===== src/rtl/led_pkg.sv =====
// Shared font definitions for the LED scroll sink: glyph geometry, the
// supported character codes and the column bitmap table.
package led_pkg;

  localparam int GLYPH_W = 4;
  localparam int GLYPH_H = 8;

  localparam logic [7:0] CH_SPACE  = 8'h20;
  localparam logic [7:0] CH_LPAREN = 8'h28;
  localparam logic [7:0] CH_RPAREN = 8'h29;
  localparam logic [7:0] CH_DASH   = 8'h2D;
  localparam logic [7:0] CH_COLON  = 8'h3A;
  localparam logic [7:0] CH_0      = 8'h30;
  localparam logic [7:0] CH_9      = 8'h39;
  localparam logic [7:0] CH_A      = 8'h41;
  localparam logic [7:0] CH_Z      = 8'h5A;

  typedef logic [GLYPH_H-1:0] col_bits_t;

  typedef struct packed {
    logic [7:0] code;
    logic [1:0] col;
  } beat_t;

  // Packed as {col0, col1, col2}; bit r of each byte is row r, row 0 on top.
  function automatic logic [23:0] glyph_cols(input logic [7:0] code);
    logic [23:0] w_cols;
    case (code)
      CH_SPACE:  w_cols = 24'h000000;
      CH_LPAREN: w_cols = 24'h3E4100;
      CH_RPAREN: w_cols = 24'h00413E;
      CH_DASH:   w_cols = 24'h080808;
      CH_COLON:  w_cols = 24'h001400;
      8'h30:     w_cols = 24'h7F417F;
      8'h31:     w_cols = 24'h427F40;
      8'h32:     w_cols = 24'h79494F;
      8'h33:     w_cols = 24'h41497F;
      8'h34:     w_cols = 24'h0F087F;
      8'h35:     w_cols = 24'h4F4979;
      8'h36:     w_cols = 24'h7F4979;
      8'h37:     w_cols = 24'h01017F;
      8'h38:     w_cols = 24'h7F497F;
      8'h39:     w_cols = 24'h4F497F;
      8'h41:     w_cols = 24'h7E097E;
      8'h42:     w_cols = 24'h7F4936;
      8'h43:     w_cols = 24'h3E4141;
      8'h44:     w_cols = 24'h7F413E;
      8'h45:     w_cols = 24'h7F4941;
      8'h46:     w_cols = 24'h7F0901;
      8'h47:     w_cols = 24'h3E4179;
      8'h48:     w_cols = 24'h7F087F;
      8'h49:     w_cols = 24'h417F41;
      8'h4A:     w_cols = 24'h20403F;
      8'h4B:     w_cols = 24'h7F0877;
      8'h4C:     w_cols = 24'h7F4040;
      8'h4D:     w_cols = 24'h7F067F;
      8'h4E:     w_cols = 24'h7F1C7F;
      8'h4F:     w_cols = 24'h3E413E;
      8'h50:     w_cols = 24'h7F0906;
      8'h51:     w_cols = 24'h3E617E;
      8'h52:     w_cols = 24'h7F1966;
      8'h53:     w_cols = 24'h464931;
      8'h54:     w_cols = 24'h017F01;
      8'h55:     w_cols = 24'h3F403F;
      8'h56:     w_cols = 24'h1F601F;
      8'h57:     w_cols = 24'h7F307F;
      8'h58:     w_cols = 24'h770877;
      8'h59:     w_cols = 24'h077807;
      8'h5A:     w_cols = 24'h714947;
      default:   w_cols = 24'h000000;
    endcase
    return w_cols;
  endfunction

  // Column 3 is always the blank inter-character gap.
  function automatic col_bits_t glyph_column(input logic [7:0] code, input logic [1:0] col);
    logic [23:0] w_cols;
    col_bits_t   w_bits;
    w_cols = glyph_cols(code);
    case (col)
      2'd0:    w_bits = w_cols[23:16];
      2'd1:    w_bits = w_cols[15:8];
      2'd2:    w_bits = w_cols[7:0];
      default: w_bits = '0;
    endcase
    return w_bits;
  endfunction

endpackage


===== src/rtl/led_scroll_sink_font_rom.sv =====
// Registered font lookup: one glyph column bitmap per accepted beat, one
// cycle after the beat is presented.
module font_rom
  import led_pkg::*;
(
  input  logic       clk,
  input  logic       rst,
  input  logic [7:0] char_in,
  input  logic [1:0] column,
  input  logic       valid_in,
  output logic [7:0] bitmap,
  output logic       valid_out
);

  logic [7:0] r_bitmap;
  logic       r_valid;

  always_ff @(posedge clk or posedge rst) begin
    if (rst) begin
      r_bitmap <= '0;
      r_valid  <= 1'b0;
    end else begin
      r_valid <= valid_in;
      if (valid_in) begin
        r_bitmap <= glyph_column(char_in, column);
      end
    end
  end

  assign bitmap    = r_bitmap;
  assign valid_out = r_valid;

endmodule


===== src/rtl/led_scroll_sink.sv =====
// Receives glyph-column beats, scrolls them into a frame buffer and drives a
// row-multiplexed LED matrix from it; also checks the column sequence.
module led_scroll_sink
  import led_pkg::*;
#(
  parameter int NUM_COLS = 16,
  parameter int SCAN_DIV = 1000
) (
  input  logic                clk,
  input  logic                rst,
  input  logic                write,
  input  logic [7:0]          char_in,
  input  logic [1:0]          column,
  output logic [7:0]          row_sel,
  output logic [NUM_COLS-1:0] col_out,
  output logic                seq_err,
  output logic [7:0]          char_count
);

  localparam int PW = (SCAN_DIV > 1) ? $clog2(SCAN_DIV) : 1;
  localparam logic [PW-1:0] PRESC_LAST = PW'(SCAN_DIV - 1);

  beat_t               r_beat;
  logic                r_valid;
  logic [1:0]          r_expected;
  logic                r_seq_err;
  logic [7:0]          r_char_count;

  logic [7:0]          w_bitmap;
  logic                w_bitmap_valid;

  logic [7:0]          r_fb [NUM_COLS];

  logic [PW-1:0]       r_presc;
  logic [2:0]          r_row;
  logic [7:0]          r_row_sel;
  logic [NUM_COLS-1:0] r_col_out;
  logic                w_tick;

  // A mismatched column still resyncs the expectation so one glitch flags once.
  always_ff @(posedge clk or posedge rst) begin
    if (rst) begin
      r_beat       <= '0;
      r_valid      <= 1'b0;
      r_expected   <= 2'd0;
      r_seq_err    <= 1'b0;
      r_char_count <= 8'd0;
    end else begin
      r_valid <= write;
      if (write) begin
        r_beat     <= '{code: char_in, col: column};
        r_expected <= column + 2'd1;
        if (column != r_expected) begin
          r_seq_err <= 1'b1;
        end
        if (column == 2'd3) begin
          r_char_count <= r_char_count + 8'd1;
        end
      end
    end
  end

  font_rom u_font_rom (
    .clk       (clk),
    .rst       (rst),
    .char_in   (r_beat.code),
    .column    (r_beat.col),
    .valid_in  (r_valid),
    .bitmap    (w_bitmap),
    .valid_out (w_bitmap_valid)
  );

  always_ff @(posedge clk or posedge rst) begin
    if (rst) begin
      for (int i = 0; i < NUM_COLS; i++) begin
        r_fb[i] <= '0;
      end
    end else if (w_bitmap_valid) begin
      for (int i = NUM_COLS - 1; i > 0; i--) begin
        r_fb[i] <= r_fb[i-1];
      end
      r_fb[0] <= w_bitmap;
    end
  end

  assign w_tick = (r_presc == PRESC_LAST);

  // Row capture reads r_fb before any same-edge shift lands.
  always_ff @(posedge clk or posedge rst) begin
    if (rst) begin
      r_presc   <= '0;
      r_row     <= 3'd0;
      r_row_sel <= 8'd0;
      r_col_out <= '0;
    end else begin
      r_presc <= w_tick ? '0 : r_presc + PW'(1);
      if (w_tick) begin
        r_row_sel <= 8'd1 << r_row;
        for (int i = 0; i < NUM_COLS; i++) begin
          r_col_out[i] <= r_fb[i][r_row];
        end
        r_row <= r_row + 3'd1;
      end
    end
  end

  assign row_sel    = r_row_sel;
  assign col_out    = r_col_out;
  assign seq_err    = r_seq_err;
  assign char_count = r_char_count;

endmodule


===== config.mk =====
export PLATFORM = sky130hd
export DESIGN_NAME = led_scroll_sink
export DESIGN_NICKNAME = d
export VERILOG_FILES = /design/src/rtl/led_pkg.sv /design/src/rtl/led_scroll_sink_font_rom.sv /design/src/rtl/led_scroll_sink.sv
export SDC_FILE = /design/constraint.sdc
export NUM_CORES = 1
export LEC_CHECK = 0
export BUFFER_PORTS_ARGS = -buffer_cell sky130_fd_sc_hd__clkbuf_2
export CAP_MARGIN = 5
export CORE_ASPECT_RATIO = 1.4
export CORE_MARGIN = 5
export CORE_UTILIZATION = 40
export DETAILED_ROUTE_END_ITERATION = 8
export PLACE_DENSITY_LB_ADDON = 0.15
export SLEW_MARGIN = 5
export SYNTH_ARGS = -nofsm -noshare
export SYNTH_HDL_FRONTEND = slang
export SYNTH_SLANG_ARGS = --single-unit

===== constraint.sdc =====
create_clock -name clk -period 10.6 [get_ports clk]
set_input_delay 2.12 -clock clk [delete_from_list [all_inputs] [get_ports clk]]
set_output_delay 2.12 -clock clk [all_outputs]
set_load 0.05 [all_outputs]

==> summary.md <==
| Metric | Value |
|---|---|
| Area leader, netlist | `dfrtp_1` |
| Row count | `65` |
| Top cells by area, synth | `dfrtp_1 49%, mux2_2 17%, mux4_2 3.9%` |
| Reg2Reg Depth | `7` |
| Post-route insts no fill | `1130` |
| Vias per cell | `5.60` |
| Largest net degree at the start of global routing | `101` |
| Cell Pwr Density | `174 mW/mm^2` |
| Clock sink count | `179` |
| # nets final | `846` |
| Starting Density | `40.8%` |
| TritonRoute pass-1 iters | `5` |
| Arr. time, crit path | `3840 ps` |
| Post-synthesis register bit count | `179` |
| GRT Total Usage | `16.6%` |
| WL final | `21.3 mm` |
| Cell Area, Synth | `0.00923 mm^2` |
| Number of diodes | `0` |
| # IOs | `46` |
| Worst slew pin tran | `1210 ps` |
| F_max | `0.283 GHz` |
| Cell Area, Placed | `0.00961 mm^2` |
| Area growth from synthesis to layout | `10.3%` |
| R2r setup slk | `7560 ps` |
| # hold bufs at CTS | `0` |
| Vias in the first global route | `6750` |
| TritonCTS clock tree | `built` |
| Count leader, synth | `dfrtp_1` |
| H-Tree Depth | `4` |
| DP HPWL | `14.4 mm` |
| GPL Wtd Cong | `0.872` |
| Synth cell types | `63` |
| Slew headroom | `18.4%` |
| Die height | `190 um` |
| DR vias | `6324` |
| FFs w/ async S/R, synth | `100%` |
| Clk_skew | `11.6 ps` |
| Setup crit end kind | `asynchronous set/reset pin` |
| Final Setup Violations | `0` |
| Residual DRC | `0` |
| CP Launch Type | `input pin` |
| Root Driver | `clkbuf_16` |
| Synth Flop Type | `dfrtp_1` |
| CORE AREA | `0.0226 mm^2` |
| Final instance area | `0.0102 mm^2` |
| Initial antenna violation count | `0` |
| Cells after DPL | `1098` |
| Crit Path Class | `in -> async` |
| Hold WS | `454 ps` |
| Cell depth of the worst hold path | `0` |
| CP max FO | `100` |
| Peak supply drop | `0.000136 V` |
| Max clock buf depth | `2` |
| Synth top area share | `48.5%` |
| Tcrit/Tclk final | `33.3%` |
| Wire length per cell | `18.8 um` |
| Fillers | `2147` |
| Hold Violations, Final | `0` |
| Setup tns final | `0 ps` |
| Syn_area_per_cell | `11.5 um^2` |
| Final Slew Violations | `0` |
| WP data required | `10900 ps` |
| Pleak | `4.59 nW` |
| Register area share after synthesis | `48.5%` |
| Clock Latency Late Sink | `420 ps` |
| Reg clk slew, reported paths | `70 ps` |
| Post-Syn Nets | `831` |
| Post-CTS Setup Bufs | `0` |
| Synth warn | `0` |
| Final min period | `3530 ps` |
| Hold crit path type | `reg -> reg` |
| Fin util | `45.0%` |
| Hold Crit Start | `r_valid` |
| RSZ-0062 raised after global routing | `false` |
| PortBufs | `45` |
| Congestion Overflow GR | `0` |
| Hold path endpoint | `u_font_rom.valid_out` |
| Share of layout cells above drive strength 1 | `31.7%` |
| Initial DRC Count | `353` |
| EDFF count, synth | `0` |
| Die footprint | `0.0263 mm^2` |
| Post-CTS sizing | `0` |
| Commonest cells post-synth | `179 x dfrtp_1, 140 x mux2_2, 69 x nand2_1, 36 x o21ai_0, 35 x a21oi_1` |
| First-pass GRT wire length | `35.5 mm` |
| Critical R2R Launch | `r_beat[3]` |
| Final ANT Viol Nets | `0` |
| Num CTS Buffers | `17` |
| Die W | `138 um` |
| Outcome | `completed` |
| R2r endpoint | `u_font_rom.bitmap[5]` |
| MaxCap Viol Count | `0` |
| Cells after Synth | `801` |
## layer usage
metal | vias to the layer above | track usage (%) | wire length, um
met5 | - | 0 | 0
met4 | 0 | 7.53 | 658
met3 | 40 | 3.47 | 925
met2 | 162 | 29.1 | 11100
met1 | 3173 | 19.6 | 8620
li1 | 2949 | - | -
## power breakdown
| group | internal [mW] | switching, mW | leakage [nW] |
|---|---|---|---|
| combinational | 0.142 | 0.164 | 1.90 |
| sequential | 0.773 | 0.0812 | 2.42 |
| clock | 0.333 | 0.280 | 0.281 |
## how the worst max path moves through the flow
stage          startpoint                    to  slack (ps)  depth (start not counted)
6_report              rst  u_font_rom.valid_out        7070                          3
5_1_grt               rst  u_font_rom.valid_out        6620                          3
4_1_cts               rst  u_font_rom.valid_out        6920                          3
3_5_place_dp          rst  u_font_rom.valid_out        6450                          3
3_3_place_gp          rst  u_font_rom.valid_out        6520                          3
2_1_floorplan         rst         char_count[0]        3620                          1
## per-stage QoR
step,power [mW],setup slack (ps)
2_1_floorplan,1.08,3620
6_report,1.77,7070
3_3_place_gp,1.17,6520
4_1_cts,1.79,6920
3_5_place_dp,1.17,6450
5_1_grt,1.87,6620
## logic make-up after synthesis
family | count (synthesis) | share of synthesized area, %
and+or+nand+nor | 184 | 9.72
DFF | 179 | 48.5
AOI/OAI and AO/OA | 175 | 12.8
muxes | 161 | 21.5
buffers and inverters | 70 | 3.73
adders and majority gates | 17 | 2.30
xor gates and xnor gates | 15 | 1.42
## placed cells by master, fill, tap and decap left out, types with 5 or more instances in the layout
master and count:
inv_1 10, dfrtp_1 178, clkbuf_2 45, and3_1 5, nor3_1 7, a21oi_1 35
o211ai_1 9, nor2b_1 13, o21ai_0 36, xor2_1 6, a31oi_1 6, nand2b_1 19
o21ai_2 14, mux2_2 140, o21ai_1 7, nand2_1 69, nor2_1 33, nand3_1 15
inv_6 6, a211oi_1 5, buf_4 8, ha_1 17, mux4_2 16, xnor2_1 9
a22oi_1 18, mux2i_1 5, clkbuf_16 17
## worst max-delay path: stages
cell,delay (ps)
clkbuf_2,110
inv_6,620
buf_4,910
## area by class of cell
cell class | instances | area [um^2] | share of cell area [%]
clock buffers | 19 | 433 | 4.25
clock inverters | 13 | 144 | 1.41
inverters | 13 | 53.8 | 0.528
multi-input cells | 552 | 4410 | 43.3
flip-flops and latches | 179 | 4480 | 44.0
well taps | 301 | 377 | 3.70
repair buffers | 53 | 285 | 2.80
## registers in the layout, summed over array words and instances, names as in the netlist, 2 cells and up
register / flops
r_fb: 112
col_out: 16
r_beat: 10
r_presc: 10
char_count: 8
row_sel: 8
u_font_rom.bitmap: 7
r_row: 3
r_expected: 2
Power figures use the tool's default switching activity.
